--- src/rtl/alu_pkg.sv ---
// Shared definitions for the ALU sharing arbiter: widths, ALU control codes,
// the request record and a saturating counter helper.
package alu_pkg;

  localparam int DATA_W  = 32;
  localparam int CTRL_W  = 4;
  localparam int SHAMT_W = 5;
  localparam int TAG_W   = 4;

  localparam logic [CTRL_W-1:0] ALU_AND = 4'b0000;
  localparam logic [CTRL_W-1:0] ALU_OR  = 4'b0001;
  localparam logic [CTRL_W-1:0] ALU_ADD = 4'b0010;
  localparam logic [CTRL_W-1:0] ALU_SLL = 4'b0011;
  localparam logic [CTRL_W-1:0] ALU_SRL = 4'b0100;
  localparam logic [CTRL_W-1:0] ALU_SUB = 4'b0110;
  localparam logic [CTRL_W-1:0] ALU_SLT = 4'b0111;

  typedef struct packed {
    logic [DATA_W-1:0]  in1;
    logic [DATA_W-1:0]  in2;
    logic [CTRL_W-1:0]  ctrl;
    logic [SHAMT_W-1:0] shamt;
    logic [TAG_W-1:0]   tag;
  } alu_req_t;

  // Increment a 16-bit event counter, sticking at all-ones.
  function automatic logic [15:0] sat_inc16(input logic [15:0] v, input logic en);
    return (en && (v != 16'hFFFF)) ? v + 16'd1 : v;
  endfunction

endpackage

--- src/rtl/alu_rsp_slot.sv ---
// Single-entry response register for one requester. A load writes a new
// result; otherwise a consumed entry is released. The slot is "free" when it
// is empty or being drained this cycle, so a new result can land back-to-back.
module alu_rsp_slot #(
  parameter int DATA_W = 32,
  parameter int TAG_W  = 4
) (
  input  logic              clk,
  input  logic              rst,
  input  logic              load,
  input  logic [DATA_W-1:0] load_data,
  input  logic              load_zero,
  input  logic [TAG_W-1:0]  load_tag,
  output logic              free,
  output logic              rsp_valid,
  input  logic              rsp_ready,
  output logic [DATA_W-1:0] rsp_data,
  output logic              rsp_zero,
  output logic [TAG_W-1:0]  rsp_tag
);

  assign free = !rsp_valid || rsp_ready;

  // Load overrides drain; fields stay frozen while the entry waits.
  always_ff @(posedge clk or posedge rst) begin
    if (rst) begin
      rsp_valid <= 1'b0;
      rsp_data  <= '0;
      rsp_zero  <= 1'b0;
      rsp_tag   <= '0;
    end else if (load) begin
      rsp_valid <= 1'b1;
      rsp_data  <= load_data;
      rsp_zero  <= load_zero;
      rsp_tag   <= load_tag;
    end else if (rsp_valid && rsp_ready) begin
      rsp_valid <= 1'b0;
    end
  end

endmodule

--- src/rtl/alu_share_arbiter.sv ---
// Round-robin sharing of one combinational ALU between two requesters
// (port 0: execute stage, port 1: address/aux unit), one op per cycle total.
// Optional statistics counters are built when ALU_ARB_STATS_EN is defined.
//
// Handshakes: a transfer happens on a channel in every cycle where valid and
// ready are both high at the rising clock edge. req_ready is a combinational
// grant and may depend on req_valid and rsp_ready. A response, once valid,
// holds all its fields stable until rsp_ready is seen high.
module alu_share_arbiter
  import alu_pkg::*;
#(
  parameter int DATA_W  = alu_pkg::DATA_W,
  parameter int CTRL_W  = alu_pkg::CTRL_W,
  parameter int SHAMT_W = alu_pkg::SHAMT_W,
  parameter int TAG_W   = alu_pkg::TAG_W
) (
  input  logic                    clk,
  input  logic                    rst,
  input  logic [1:0]              req_valid,
  output logic [1:0]              req_ready,
  input  logic [1:0][DATA_W-1:0]  req_in1,
  input  logic [1:0][DATA_W-1:0]  req_in2,
  input  logic [1:0][CTRL_W-1:0]  req_ctrl,
  input  logic [1:0][SHAMT_W-1:0] req_shamt,
  input  logic [1:0][TAG_W-1:0]   req_tag,
  output logic [1:0]              rsp_valid,
  input  logic [1:0]              rsp_ready,
  output logic [1:0][DATA_W-1:0]  rsp_data,
  output logic [1:0]              rsp_zero,
  output logic [1:0][TAG_W-1:0]   rsp_tag,
  output logic [DATA_W-1:0]       alu_in1,
  output logic [DATA_W-1:0]       alu_in2,
  output logic [CTRL_W-1:0]       alu_ctrl,
  output logic [SHAMT_W-1:0]      alu_shamt,
  input  logic [DATA_W-1:0]       alu_out,
  input  logic                    alu_zero
`ifdef ALU_ARB_STATS_EN
  ,
  output logic [15:0]             stat_grant0,
  output logic [15:0]             stat_grant1,
  output logic [15:0]             stat_conflict
`endif
);

  logic [1:0] slot_free;
  logic [1:0] elig;
  logic [1:0] grant;
  logic       last_grant;  // port served most recently

  assign elig      = req_valid & slot_free;
  assign req_ready = grant;

  // Single eligible port wins; on a tie the port not served last wins.
  always_comb begin
    grant = elig;
    if (&elig) grant = last_grant ? 2'b01 : 2'b10;
  end

  // Route the winner onto the ALU; park at zero when idle to avoid toggling.
  always_comb begin
    alu_in1   = '0;
    alu_in2   = '0;
    alu_ctrl  = '0;
    alu_shamt = '0;
    if (grant[0]) begin
      alu_in1   = req_in1[0];
      alu_in2   = req_in2[0];
      alu_ctrl  = req_ctrl[0];
      alu_shamt = req_shamt[0];
    end else if (grant[1]) begin
      alu_in1   = req_in1[1];
      alu_in2   = req_in2[1];
      alu_ctrl  = req_ctrl[1];
      alu_shamt = req_shamt[1];
    end
  end

  // Remember who was served; reset value 1 gives port 0 the first tie.
  always_ff @(posedge clk or posedge rst) begin
    if (rst)        last_grant <= 1'b1;
    else if (|grant) last_grant <= grant[1];
  end

  for (genvar i = 0; i < 2; i++) begin : g_slot
    alu_rsp_slot #(
      .DATA_W(DATA_W),
      .TAG_W (TAG_W)
    ) u_slot (
      .clk      (clk),
      .rst      (rst),
      .load     (grant[i]),
      .load_data(alu_out),
      .load_zero(alu_zero),
      .load_tag (req_tag[i]),
      .free     (slot_free[i]),
      .rsp_valid(rsp_valid[i]),
      .rsp_ready(rsp_ready[i]),
      .rsp_data (rsp_data[i]),
      .rsp_zero (rsp_zero[i]),
      .rsp_tag  (rsp_tag[i])
    );
  end

`ifdef ALU_ARB_STATS_EN
  // Per-port grant counts and tie-cycle count, all saturating.
  always_ff @(posedge clk or posedge rst) begin
    if (rst) begin
      stat_grant0   <= '0;
      stat_grant1   <= '0;
      stat_conflict <= '0;
    end else begin
      stat_grant0   <= sat_inc16(stat_grant0, grant[0]);
      stat_grant1   <= sat_inc16(stat_grant1, grant[1]);
      stat_conflict <= sat_inc16(stat_conflict, &elig);
    end
  end
`endif

endmodule
--- config.mk ---
export PLATFORM = sky130hd
export DESIGN_NAME = alu_share_arbiter
export DESIGN_NICKNAME = d
export VERILOG_FILES = /design/src/rtl/alu_pkg.sv /design/src/rtl/alu_rsp_slot.sv /design/src/rtl/alu_share_arbiter.sv
export SDC_FILE = /design/constraint.sdc
export NUM_CORES = 1
export LEC_CHECK = 0
export CAP_MARGIN = 20
export CORE_AREA = 2 2 133 135
export CTS_BUF_LIST = sky130_fd_sc_hd__clkbuf_8
export DETAILED_ROUTE_END_ITERATION = 7
export DIE_AREA = 0 0 135 137
export SETUP_SLACK_MARGIN = 0.2
export SKIP_LAST_GASP = 1
export SLEW_MARGIN = 20
export SYNTH_ARGS = -nofsm -noshare
export SYNTH_HDL_FRONTEND = slang
export SYNTH_SLANG_ARGS = --single-unit
--- constraint.sdc ---
create_clock -name clk -period 8 [get_ports clk]
set_input_delay 2 -clock clk [delete_from_list [all_inputs] [get_ports clk]]
set_output_delay 2 -clock clk [all_outputs]
set_load 0.01 [all_outputs]
Word-level counts from Yosys, hierarchy flattened
Index checks and enable logic that the tools add are counted.

Equality and inequality tests: 0. Reduce and logical (&&, ||, !) cells: 10. Multiplexer cells: 14. Magnitude comparators: 0. Bitwise operators: 1. Add/sub/neg operators: 0. Multiply operators: 0. Div/mod/pow operators: 0. Shifts and indexed selects: 0.

Operator list (number): $mux W32 (4); $mux W5 (2); $mux W4 (2); $mux W1 (4); $mux W2 (2); $reduce_bool A2 Y1 (2); $and A2 B2 Y2 (1); $logic_and A1 B1 Y1 (2); $logic_not A1 Y1 (2); $logic_or A1 B1 Y1 (2); $reduce_and A2 Y1 (1); $reduce_or A2 Y1 (1).

Word-level logic and storage cells: 34. Input port bits: 193. Memories kept: 0. Output and inout bits: 151. Bits in read-only memories: 0. Bits in latches: 0. Register bits: 77. Bits in writable memories: 0.

Longest topological paths before layout
Depth after elaboration: 7. Mapped depth: 5. Gate-level depth less buffers: 3.

By module
From an unflattened synthesis, not the netlist that was laid out.

Cells, all modules: 440. Area, all modules: 4996.0 sq um.

Modules (own cells, without submodules): alu_rsp_slot (instances 2, cells an instance 82, sequential area each 950.9 sq um, area an instance 1493.9 sq um); alu_share_arbiter (instances 1, cells an instance 276, sequential area each 26.3 sq um, area an instance 2008.2 sq um).

Worst setup path after synthesis
Ideal clock, no wire load.

Path type: input to output. From: input port req_valid[1]. To: output port alu_in1[12]. Data required time: 6.000 ns. Arrival: 3.051 ns. Setup slack: 2.949 ns. Stages on the path: 5. Buffers on the path: 2. Cells stage by stage: inv_1 o311a_1 buf_2 clkbuf_1 a22o_1.

Word-level cells in the longest chain between the ends: 5.

RTL lines: start, declared (line alu_share_arbiter.sv:19) `input logic [1:0] req_valid,`; $and A2 B2 Y2 (*) (line alu_share_arbiter.sv:50) `assign elig = req_valid & slot_free;`; $reduce_and A2 Y1 (line alu_share_arbiter.sv:56) `if (&elig) grant = last_grant ? 2'b01 : 2'b10;`; $mux W2 (*) (line alu_share_arbiter.sv:56); $mux W32 (line alu_share_arbiter.sv:70) `end else if (grant[1]) begin`; $mux W32 (*) (line alu_share_arbiter.sv:65) `if (grant[0]) begin`; end, declared (line alu_share_arbiter.sv:31) `output logic [DATA_W-1:0] alu_in1,`.

Every way passes the cells marked *; elsewhere a longest branch is shown, timed or not.

Worst setup path after layout
From: input port rsp_ready[0]. To: output port alu_in2[31].

Word-level cells in the longest chain between the ends: 6.

RTL lines: start, declared (line alu_share_arbiter.sv:27) `input logic [1:0] rsp_ready,`; $logic_or A1 B1 Y1 (*) (line alu_rsp_slot.sv:22) `assign free = !rsp_valid || rsp_ready;`; $and A2 B2 Y2 (*) (line alu_share_arbiter.sv:50); $reduce_and A2 Y1 (line alu_share_arbiter.sv:56); $mux W2 (*) (line alu_share_arbiter.sv:56); $mux W32 (line alu_share_arbiter.sv:70); $mux W32 (*) (line alu_share_arbiter.sv:65); end, declared (line alu_share_arbiter.sv:32) `output logic [DATA_W-1:0] alu_in2,`.

Marked as above.

==> flow_metrics.tcl <==
set metrics [dict create \
    ys_ff_latch 77 \
    firstDrtPassIters 4 \
    clock-sinks 77 \
    grt.total_usage 0.1779 \
    rows 48 \
    setup_violations 0 \
    status "finished, final reports clean" \
    first_global_vias 3896 \
    synth_area_leaders "dfrtp_1, mux2_2, a22o_1" \
    yosysSeqAreaShare 0.5213 \
    post-place-ws_ns 1.317 \
    cp_max_fo 84 \
    dr.first_iter.drc_count 68 \
    drive_gt1_frac 0.1508 \
    synth_edf_count 0 \
    worst_pin_slew_ns 0.9881 \
    clockBufferDepth 2 \
    slew_violations 0 \
    clock_skew_ns 0.007305 \
    hold_viol 0 \
    required_ns 6.00 \
    hold_buffers 0 \
    core_um2 17060 \
    h-tree-depth 3 \
    fin_crit_sh 0.8285 \
    routedWlPerCell_um 21.22 \
    die_w_um 135 \
    cts_root_buf "clkbuf_8" \
    cts_repair_resize_count 0 \
    cap_violations 0 \
    min_period_ns 6.628 \
    synth_cell_types 18 \
    nets 786 \
    synth_cells 265 \
    gp_congestion 0.7498 \
    rrSetupSlack_ns 5.40 \
    rsz0062_at_grt "false" \
    ant_nets 0 \
    die-area_um2 18500 \
    slew_headroom 0.3412 \
    crit_type "primary input to output pin" \
    grt_pass1_wl_um 24050 \
    netlist_area_um2 3699 \
    clkLatencyLatePin_ns 0.35 \
    fp.dieH_um 137 \
    numCtsBuffers 9 \
    overflow 0 \
    start_util 0.2168 \
    ys.flop_type "dfrtp_1" \
    arrival_ns 4.63 \
    clk_pin_slew_worst_paths_ns 0.07 \
    power_density_nw_per_um2 218.2 \
    routed_wl_um 17490 \
    yosysTopAreaCell "dfrtp_1" \
    num_vias 3672 \
    ys_async_sr_fraction 1.000 \
    cts_tree "done" \
    fin_ws_ns 1.372 \
    area_growth_pct 102.3 \
    grt_max_degree 85 \
    ys_warn_count 0 \
    io_pins 344 \
    antenna_found_initial 2 \
    drcViolationCount 0 \
    leakage_nw 2.969 \
    startpoint_type "primary input" \
    place_hpwl_um 14180 \
    endpoint_kind "output pin" \
    setup_tns_ns 0 \
    ir_worst_vdd_mv 0.1381 \
    vias_per_cell 4.456 \
    hp-class "flip-flop to flip-flop" \
    portBuffers 343 \
    synth_top_area_frac 0.5142 \
    fmax_ghz 0.1509 \
    post-cts-setup-buffers 0 \
    syn_nets 458 \
    synth.avg_cell_area_um2 13.96 \
]
## cell families after synthesis
family / Yosys count / share of synthesized area
buffers and inverters: 33 / 0.05819
DFF: 77 / 0.5213
and+or+nand+nor: 3 / 0.009133
AOI/OAI and AO/OA: 78 / 0.1861
muxes: 74 / 0.2253
## path summary, 6_finish.rpt
kind	start	endpoint	cells past startpoint
max	rsp_ready[0]	alu_in2[31]	6
min	g_slot[0].u_slot.rsp_data[11]	g_slot[0].u_slot.rsp_data[11]	1
max reg2reg	g_slot[0].u_slot.rsp_valid	g_slot[1].u_slot.rsp_data[23]	5
min reg2reg	g_slot[0].u_slot.rsp_data[11]	g_slot[0].u_slot.rsp_data[11]	1
max in group asynchronous	rst	g_slot[0].u_slot.rsp_data[24]	3
min in group asynchronous	rst	g_slot[1].u_slot.rsp_data[21]	3
## final cells by class
type,count,area (um^2)
Inverter,3,11.26
Multi-Input combinational cell,155,1578
Antenna cell,2,5.005
Fill cell,1616,9575
Clock buffer,10,137.6
Clock inverter,5,76.32
Tap cell,225,281.5
Timing Repair Buffer,347,3463
Sequential cell,77,1928
## cells in the mapped netlist (2+ instances only)
| cell | count |
|---|---|
| a22o_1 | 73 |
| inv_1 | 3 |
| mux2_1 | 10 |
| dfrtp_1 | 76 |
| buf_6 | 2 |
| mux2_2 | 64 |
| buf_4 | 17 |
| buf_2 | 10 |
## sequential cells by signal, indices dropped and copies added, names as in the netlist
| name | cells |
|---|---|
| g_slot.u_slot.rsp_valid | 2 |
| last_grant | 1 |
| g_slot.u_slot.rsp_tag | 8 |
| g_slot.u_slot.rsp_zero | 2 |
| g_slot.u_slot.rsp_data | 64 |
## metal layers
metal	routed length [um]	vias to the layer above	GRT usage
met4	594	0	0.07176
met1	6219	1780	0.1862
met2	8853	204	0.3150
met5	0	-	0
li1	-	1661	-
met3	1819	27	0.07630
## cell usage in the layout, fill, tap and decap left out
| cell | netlist | routed |
|---|---|---|
| nand2b_4 | 1 | 1 |
| or2_2 | 1 | 1 |
| mux2_2 | 64 | 64 |
| bufinv_16 | 0 | 2 |
| dfrtp_1 | 76 | 76 |
| inv_2 | 0 | 1 |
| a31oi_1 | 1 | 1 |
| clkinvlp_4 | 0 | 1 |
| a21o_1 | 1 | 1 |
| mux2_1 | 10 | 10 |
| diode_2 | 0 | 2 |
| clkbuf_8 | 0 | 10 |
| nor2b_4 | 1 | 1 |
| o21ba_2 | 1 | 1 |
| clkdlybuf4s50_1 | 0 | 343 |
| inv_1 | 3 | 3 |
| a22o_1 | 73 | 73 |
| o311a_4 | 0 | 1 |
| buf_4 | 17 | 4 |
| clkinv_2 | 0 | 1 |
| dfstp_2 | 1 | 1 |
| a311oi_4 | 0 | 1 |
## through the flow
step / instance area (um^2) / utilization / total power, mW / hold WS (ns) / std cells
2_1_floorplan: 3699 / - / 0.8606 / 0.4819 / 265
3_3_place_gp: 7262 / 0.4258 / 1.318 / 0.4703 / 807
3_5_place_dp: 7262 / 0.4258 / 1.327 / 0.4751 / 807
4_1_cts: 7476 / 0.4383 / 1.664 / 0.4930 / 822
5_1_grt: 7481 / 0.4386 / 1.723 / 0.5129 / 824
6_report: 7481 / 0.4386 / 1.632 / 0.4844 / 824
## power by group
part | internal [mW] | switching (mW)
Combinational | 0.474 | 0.288
Clock | 0.181 | 0.141
Sequential | 0.494 | 0.0550
## critical path, stage by stage
cell	delay (ns)
clkdlybuf4s50_1	0.42
nand2b_4	0.17
a311oi_4	0.27
buf_4	0.74
a22o_1	0.40
clkdlybuf4s50_1	0.60
No activity file was read; power rests on OpenSTA's default activity.
